--- src/rtl/adder_operand_sequencer_if.sv ---
// Bundle of the operand, adder and result handshake signals of the carry-select adder front end.
// The slave side is the sequencer; the master side is the operand source, adder and result sink.
interface adder_operand_sequencer_if #(
  parameter int WIDTH = 16
);
  logic             in_valid;
  logic             in_ready;
  logic [WIDTH-1:0] in_a;
  logic [WIDTH-1:0] in_b;
  logic [WIDTH-1:0] add_a;
  logic [WIDTH-1:0] add_b;
  logic [WIDTH-1:0] add_sum;
  logic             add_cout;
  logic             out_valid;
  logic             out_ready;
  logic [WIDTH-1:0] out_sum;
  logic             out_cout;
  logic [15:0]      op_count;
  logic [15:0]      carry_count;
  logic             mismatch;

  modport slave (
    input  in_valid, in_a, in_b, add_sum, add_cout, out_ready,
    output in_ready, add_a, add_b, out_valid, out_sum, out_cout,
           op_count, carry_count, mismatch
  );

  modport master (
    output in_valid, in_a, in_b, add_sum, add_cout, out_ready,
    input  in_ready, add_a, add_b, out_valid, out_sum, out_cout,
           op_count, carry_count, mismatch
  );
endinterface

--- src/rtl/adder_operand_sequencer.sv ---
// Operand FIFO and result capture stage around the external 16-bit carry-select adder,
// with capture statistics and a sticky reference check of every captured adder result.
module adder_operand_sequencer #(
  parameter int WIDTH = 16,
  parameter int DEPTH = 4
) (
  input logic                     clk,
  input logic                     rst_n,
  adder_operand_sequencer_if.slave bus
);
  localparam int AW = $clog2(DEPTH);
  localparam int PW = AW + 1;
  localparam logic [PW-1:0] PTR_ONE = {{(PW-1){1'b0}}, 1'b1};

  // True when the adder's {cout, sum} disagrees with the exact (WIDTH+1)-bit sum.
  function automatic logic result_differs(
    input logic [WIDTH-1:0] a,
    input logic [WIDTH-1:0] b,
    input logic [WIDTH-1:0] sum,
    input logic             cout
  );
    logic [WIDTH:0] ref_sum;
    ref_sum = {1'b0, a} + {1'b0, b};
    return (ref_sum != {cout, sum});
  endfunction

  logic [PW-1:0]        wr_ptr_r;
  logic [PW-1:0]        rd_ptr_r;
  logic [2*WIDTH-1:0]   mem_r [DEPTH];
  logic [2*WIDTH-1:0]   head_s;
  logic                 full_s;
  logic                 empty_s;
  logic                 push_s;
  logic                 capture_s;
  logic                 drop_s;
  logic                 out_valid_r;
  logic [WIDTH-1:0]     out_sum_r;
  logic                 out_cout_r;
  logic [15:0]          op_count_r;
  logic [15:0]          carry_count_r;
  logic                 mismatch_r;

  // FIFO status, head selection and handshake decode, all from registered state.
  always_comb begin
    full_s    = 1'b0;
    empty_s   = 1'b0;
    head_s    = {(2*WIDTH){1'b0}};
    push_s    = 1'b0;
    capture_s = 1'b0;
    drop_s    = 1'b0;
    if (wr_ptr_r == rd_ptr_r) begin
      empty_s = 1'b1;
    end else if ((wr_ptr_r[AW] != rd_ptr_r[AW]) &&
                 (wr_ptr_r[AW-1:0] == rd_ptr_r[AW-1:0])) begin
      full_s = 1'b1;
    end else begin
      full_s = 1'b0;
    end
    if (!empty_s) begin
      head_s = mem_r[rd_ptr_r[AW-1:0]];
    end else begin
      head_s = {(2*WIDTH){1'b0}};
    end
    // No bypass: a full FIFO refuses input even when the head pops this cycle.
    push_s    = bus.in_valid && !full_s;
    capture_s = !empty_s && (!out_valid_r || bus.out_ready);
    drop_s    = out_valid_r && bus.out_ready && !capture_s;
  end

  // Operand storage; cleared on reset so a discarded pair can never reappear.
  always_ff @(posedge clk or negedge rst_n) begin
    if (!rst_n) begin
      for (int i = 0; i < DEPTH; i++) begin
        mem_r[i] <= {(2*WIDTH){1'b0}};
      end
    end else if (push_s) begin
      mem_r[wr_ptr_r[AW-1:0]] <= {bus.in_a, bus.in_b};
    end
  end

  // Read and write pointers; one extra bit separates full from empty.
  always_ff @(posedge clk or negedge rst_n) begin
    if (!rst_n) begin
      wr_ptr_r <= {PW{1'b0}};
      rd_ptr_r <= {PW{1'b0}};
    end else begin
      if (push_s) begin
        wr_ptr_r <= wr_ptr_r + PTR_ONE;
      end
      if (capture_s) begin
        rd_ptr_r <= rd_ptr_r + PTR_ONE;
      end
    end
  end

  // Result register: loads on capture, holds under backpressure, empties on hand-off.
  always_ff @(posedge clk or negedge rst_n) begin
    if (!rst_n) begin
      out_valid_r <= 1'b0;
      out_sum_r   <= {WIDTH{1'b0}};
      out_cout_r  <= 1'b0;
    end else if (capture_s) begin
      out_valid_r <= 1'b1;
      out_sum_r   <= bus.add_sum;
      out_cout_r  <= bus.add_cout;
    end else if (drop_s) begin
      out_valid_r <= 1'b0;
    end
  end

  // Capture statistics: wrapping transaction count and saturating carry count.
  always_ff @(posedge clk or negedge rst_n) begin
    if (!rst_n) begin
      op_count_r    <= 16'h0000;
      carry_count_r <= 16'h0000;
    end else if (capture_s) begin
      op_count_r <= op_count_r + 16'h0001;
      if (bus.add_cout && (carry_count_r != 16'hFFFF)) begin
        carry_count_r <= carry_count_r + 16'h0001;
      end
    end
  end

  // Sticky reference check; only reset clears it.
  always_ff @(posedge clk or negedge rst_n) begin
    if (!rst_n) begin
      mismatch_r <= 1'b0;
    end else if (capture_s &&
                 result_differs(head_s[2*WIDTH-1:WIDTH], head_s[WIDTH-1:0],
                                bus.add_sum, bus.add_cout)) begin
      mismatch_r <= 1'b1;
    end
  end

  assign bus.in_ready    = !full_s;
  assign bus.add_a       = head_s[2*WIDTH-1:WIDTH];
  assign bus.add_b       = head_s[WIDTH-1:0];
  assign bus.out_valid   = out_valid_r;
  assign bus.out_sum     = out_sum_r;
  assign bus.out_cout    = out_cout_r;
  assign bus.op_count    = op_count_r;
  assign bus.carry_count = carry_count_r;
  assign bus.mismatch    = mismatch_r;

  adder_operand_sequencer_chk #(
    .WIDTH (WIDTH),
    .DEPTH (DEPTH),
    .PW    (PW)
  ) u_chk (
    .clk       (clk),
    .rst_n     (rst_n),
    .wr_ptr    (wr_ptr_r),
    .rd_ptr    (rd_ptr_r),
    .in_ready  (bus.in_ready),
    .out_valid (out_valid_r),
    .out_ready (bus.out_ready),
    .out_sum   (out_sum_r),
    .out_cout  (out_cout_r),
    .mismatch  (mismatch_r)
  );
endmodule

// Invariants of the sequencer: bounded occupancy, result hold under backpressure, sticky flag.
module adder_operand_sequencer_chk #(
  parameter int WIDTH = 16,
  parameter int DEPTH = 4,
  parameter int PW    = 3
) (
  input logic             clk,
  input logic             rst_n,
  input logic [PW-1:0]    wr_ptr,
  input logic [PW-1:0]    rd_ptr,
  input logic             in_ready,
  input logic             out_valid,
  input logic             out_ready,
  input logic [WIDTH-1:0] out_sum,
  input logic             out_cout,
  input logic             mismatch
);
  localparam logic [PW-1:0] DEPTH_P = PW'(DEPTH);

  logic [PW-1:0] occ_s;
  assign occ_s = wr_ptr - rd_ptr;

  a_occ_bound: assert property (@(posedge clk) disable iff (!rst_n)
    occ_s <= DEPTH_P);

  a_full_blocks: assert property (@(posedge clk) disable iff (!rst_n)
    (occ_s == DEPTH_P) |-> !in_ready);

  a_hold: assert property (@(posedge clk) disable iff (!rst_n)
    (out_valid && !out_ready) |=> (out_valid && $stable(out_sum) && $stable(out_cout)));

  a_sticky: assert property (@(posedge clk) disable iff (!rst_n)
    mismatch |=> mismatch);
endmodule

--- src/flat_wrapper.sv ---
// flat-port wrapper written by rule: the top's interface ports become plain ports
module adder_operand_sequencer_flat 
#(
  parameter int WIDTH = 16,
  parameter int DEPTH = 4
)
  (clk, rst_n, bus_in_valid, bus_in_a, bus_in_b, bus_add_sum, bus_add_cout, bus_out_ready, bus_in_ready, bus_add_a, bus_add_b, bus_out_valid, bus_out_sum, bus_out_cout, bus_op_count, bus_carry_count, bus_mismatch);
  adder_operand_sequencer_if #(.WIDTH(WIDTH)) bus_i ();
  input logic clk;
  input logic rst_n;
  input wire logic [$bits(bus_i.in_valid)-1:0] bus_in_valid;
  input wire logic [$bits(bus_i.in_a)-1:0] bus_in_a;
  input wire logic [$bits(bus_i.in_b)-1:0] bus_in_b;
  input wire logic [$bits(bus_i.add_sum)-1:0] bus_add_sum;
  input wire logic [$bits(bus_i.add_cout)-1:0] bus_add_cout;
  input wire logic [$bits(bus_i.out_ready)-1:0] bus_out_ready;
  output wire logic [$bits(bus_i.in_ready)-1:0] bus_in_ready;
  output wire logic [$bits(bus_i.add_a)-1:0] bus_add_a;
  output wire logic [$bits(bus_i.add_b)-1:0] bus_add_b;
  output wire logic [$bits(bus_i.out_valid)-1:0] bus_out_valid;
  output wire logic [$bits(bus_i.out_sum)-1:0] bus_out_sum;
  output wire logic [$bits(bus_i.out_cout)-1:0] bus_out_cout;
  output wire logic [$bits(bus_i.op_count)-1:0] bus_op_count;
  output wire logic [$bits(bus_i.carry_count)-1:0] bus_carry_count;
  output wire logic [$bits(bus_i.mismatch)-1:0] bus_mismatch;
  assign bus_i.in_valid = bus_in_valid;
  assign bus_i.in_a = bus_in_a;
  assign bus_i.in_b = bus_in_b;
  assign bus_i.add_sum = bus_add_sum;
  assign bus_i.add_cout = bus_add_cout;
  assign bus_i.out_ready = bus_out_ready;
  assign bus_in_ready = bus_i.in_ready;
  assign bus_add_a = bus_i.add_a;
  assign bus_add_b = bus_i.add_b;
  assign bus_out_valid = bus_i.out_valid;
  assign bus_out_sum = bus_i.out_sum;
  assign bus_out_cout = bus_i.out_cout;
  assign bus_op_count = bus_i.op_count;
  assign bus_carry_count = bus_i.carry_count;
  assign bus_mismatch = bus_i.mismatch;
  adder_operand_sequencer #(.WIDTH(WIDTH), .DEPTH(DEPTH)) u_core (.clk(clk), .rst_n(rst_n), .bus(bus_i));
endmodule
--- config.mk ---
export PLATFORM = sky130hd
export DESIGN_NAME = adder_operand_sequencer_flat
export DESIGN_NICKNAME = d
export VERILOG_FILES = /design/src/rtl/adder_operand_sequencer_if.sv /design/src/rtl/adder_operand_sequencer.sv /design/src/flat_wrapper.sv
export SDC_FILE = /design/constraint.sdc
export NUM_CORES = 1
export LEC_CHECK = 0
export CORE_ASPECT_RATIO = 0.9
export CORE_MARGIN = 2
export CORE_UTILIZATION = 50
export DETAILED_ROUTE_END_ITERATION = 7
export PLACE_DENSITY = 0.74
export SYNTH_ARGS = -nofsm -noshare
export SYNTH_HDL_FRONTEND = slang
export SYNTH_HIERARCHICAL = 1
export SYNTH_SLANG_ARGS = --single-unit
export TNS_END_PERCENT = 50
--- constraint.sdc ---
create_clock -name clk -period 5.51 [get_ports clk]
set_input_delay 1.102 -clock clk [delete_from_list [all_inputs] [get_ports clk]]
set_output_delay 1.102 -clock clk [all_outputs]
set_load 0.005 [all_outputs]
==> results by group <==
Global routing
  • Initial antenna violation count: 0
  • Largest net degree at the start of global routing: 111
  • Grt ovf: 0
  • Vias in the first global route: 6421
  • Gr usage total: 23.8%
  • First-pass GRT wire length: 35900 um

Timing
  • Worst-Margin Slew: 1.01 ns
  • Final Hold Fails: 0
  • Fmax: 0.236 GHz
  • Final setup vio count: 0
  • Min cycle time layout: 4.24 ns
  • Setup TNS: 0 ns
  • Clock skew: 0.00861 ns
  • RSZ-0062 raised after global routing: false
  • Relative max-transition margin: 32.6%
  • Period utilization: 77.0%
  • Setup WS post-layout: 1.27 ns
  • Slew Viols, Final: 0

Logic synthesis
  • Syn_nets: 760
  • Cell Area, Synth: 9280 um^2
  • Synth Instances: 683
  • Top cell type by total area after synthesis: dfrtp_1
  • Async SR Flop Fraction: 100%
  • Netlist cell types: 60
  • Syn avg cell area: 13.6 um^2
  • Synth area leaders: dfrtp_1 (50%), mux2_2 (16%), mux4_2 (7.8%), xnor2_1 (4.2%), ha_1 (3.1%)
  • Synth top area share: 49.9%
  • Post-synthesis sequential area ratio: 49.9%
  • Synthesized flop and latch total: 185
  • Main synth FF type: dfrtp_1
  • EDFF count, synth: 0
  • Top cells by count, synth: dfrtp_1 (185), mux2_2 (130), xnor2_1 (45), nor2b_1 (37), mux4_2 (32)
  • Syn. warnings: 6
  • Most common cell in the netlist: dfrtp_1

Placed design
  • Final GP Congestion: 0.913
  • Post-placement setup slack: 1.26 ns
  • DP Area: 10900 um^2
  • Number of port buffers: 136
  • HPWL Detailed: 16100 um

Final layout
  • Final core occ: 62.5%
  • Filler instances: 1386
  • Design Area, Final: 11400 um^2
  • Area growth, synth to finish: 23.2%
  • Layout cells sized above 1: 26.4%
  • Ant diodes: 0
  • Nets: 889

Setup path
  • Type of the worst setup path: flop to flop
  • Crit Path Max Fanout: 32
  • WP data arrival: 4.53 ns
  • Critical Path RT: 5.80 ns
  • Startpoint Class: flop
  • CP endpoint kind: flop

Floorplanning
  • Initial Util: 50.7%
  • CORE AREA: 18300 um^2
  • Die Span X: 148 um
  • Die Y: 133 um
  • Top-Level Pins: 137
  • Die Area: 19700 um^2
  • Rows: 47

Detailed routing
  • Wirelength, routed: 22500 um
  • Routed length per instance: 21.0 um
  • DRT iter0 DRCs: 283
  • # DRC: 0
  • Pre-Repair DR Iteration Count: 4
  • Total number of vias: 6047
  • Post-route ant nets: 0
  • Vias/cell: 5.65

Clock network
  • Worst-Skew Late Latency: 0.43 ns
  • H-tree depth: 4
  • Clk slew on worst S/H paths: 0.07 ns
  • Total clock sinks: 185
  • Buffer count from post-CTS setup fixing: 0
  • Cts hold-fix bufs: 0
  • Post-CTS resize count: 0
  • Root Driver: clkbuf_16
  • Clk buf depth: 2
  • CTS Buf Count: 17
  • TritonCTS clock tree: built

Min path
  • Worst min path class: flop to flop

Run status
  • Outcome: complete, no violations

Job
  • Number of max-cap violations: 0
cell type report:
| class | instances | area, um^2 | area share, % |
|---|---|---|---|
| well taps | 245 | 307 | 2.68 |
| clock inverters | 13 | 136 | 1.19 |
| repair buffers | 141 | 1410 | 12.4 |
| flip-flops and latches | 185 | 4630 | 40.5 |
| multi-input cells | 461 | 4480 | 39.2 |
| inverters | 6 | 22.5 | 0.197 |
| clock buffers | 19 | 443 | 3.87 |
critical path, cell delays in order, from the launching register on:
cell,delay [ns]
dfrtp_2,0.57
xnor2_1,0.43
nand2_1,0.14
nor2_2,0.10
buf_4,0.35
nor2b_1,0.14
ha_1,0.24
fa_1,0.42
a211oi_2,0.31
o21ai_1,0.16
a22o_1,0.25
a2111oi_2,0.30
nand4_1,0.14
nor4_1,0.36
a41oi_1,0.16
cells in the final DEF, fill, tap and decap left out, types with 3 or more instances in the layout:
cell type	netlist	final
nand2b_1	3	3
dfrtp_1	185	184
xnor2_1	45	45
nor2b_1	37	37
clkinv_4	0	3
nor3_1	3	3
xor2_1	16	16
ha_1	23	23
clkbuf_16	0	17
o21ai_0	10	10
inv_1	6	6
nor2_1	14	13
mux4_2	32	32
clkdlybuf4s50_1	0	135
a21oi_1	12	12
o21ai_1	3	3
nand3_1	13	13
inv_6	0	4
nand2_1	27	23
mux2_1	20	20
nand2_2	0	4
or3_1	4	4
mux2_2	130	130
buf_4	5	4
and4_1	5	5
o21bai_1	3	3
and2_1	4	4
nand4_1	10	10
routing by layer:
metal,part of all wire (%),wire (um),vias up,track usage [%]
li1,-,-,2752,-
met1,43,9720,3108,31.1
met4,2.1,476,0,7.69
met5,0,0,-,0
met2,50,11200,158,39.9
met3,4.7,1060,29,4.83
path summary, 6_finish.rpt:
check / cells past startpoint / from / to / slack [ns]
worst max-delay path: 14 / u_core/rd_ptr_r[0] / u_core/bus.mismatch / 1.27
worst min-delay path: 1 / u_core/bus.op_count[15] / u_core/bus.op_count[15] / 0.48
worst max register to register: 14 / u_core/rd_ptr_r[0] / u_core/bus.mismatch / 1.27
worst min register to register: 1 / u_core/bus.op_count[15] / u_core/bus.op_count[15] / 0.48
max in group asynchronous: 2 / rst_n / u_core/mem_r[13] / 3.79
min in group asynchronous: 1 / rst_n / u_core/bus.carry_count[15] / 0.68
through the flow:
stage / instances / hold slack, ns
after CTS: 1070 / 0.493
after detailed placement: 1038 / 0.480
after global routing: 1070 / 0.512
after floorplan: 683 / 0.459
after global placement: 1038 / 0.461
final: 1070 / 0.481
sequential cells by signal, summed over array words and instances, names as in the netlist:
signal and cells:
u_core/mem_r 128, u_core/bus.out_sum 16, u_core/rd_ptr_r 3, u_core/bus.carry_count 16, u_core/bus.out_valid 1, u_core/bus.out_cout 1
u_core/bus.op_count 16, u_core/bus.mismatch 1, u_core/wr_ptr_r 3
cell families after synthesis:
family | share of synthesized area (%)
compound gates | 4.61
xor+xnor | 5.93
fa+ha+maj | 3.32
buf+inv | 2.10
flops | 49.9
mux | 26.2
simple gates | 7.96
Power is not shown: default switching activity piles up to over one toggle a cycle in this logic, so the estimate is an artifact.
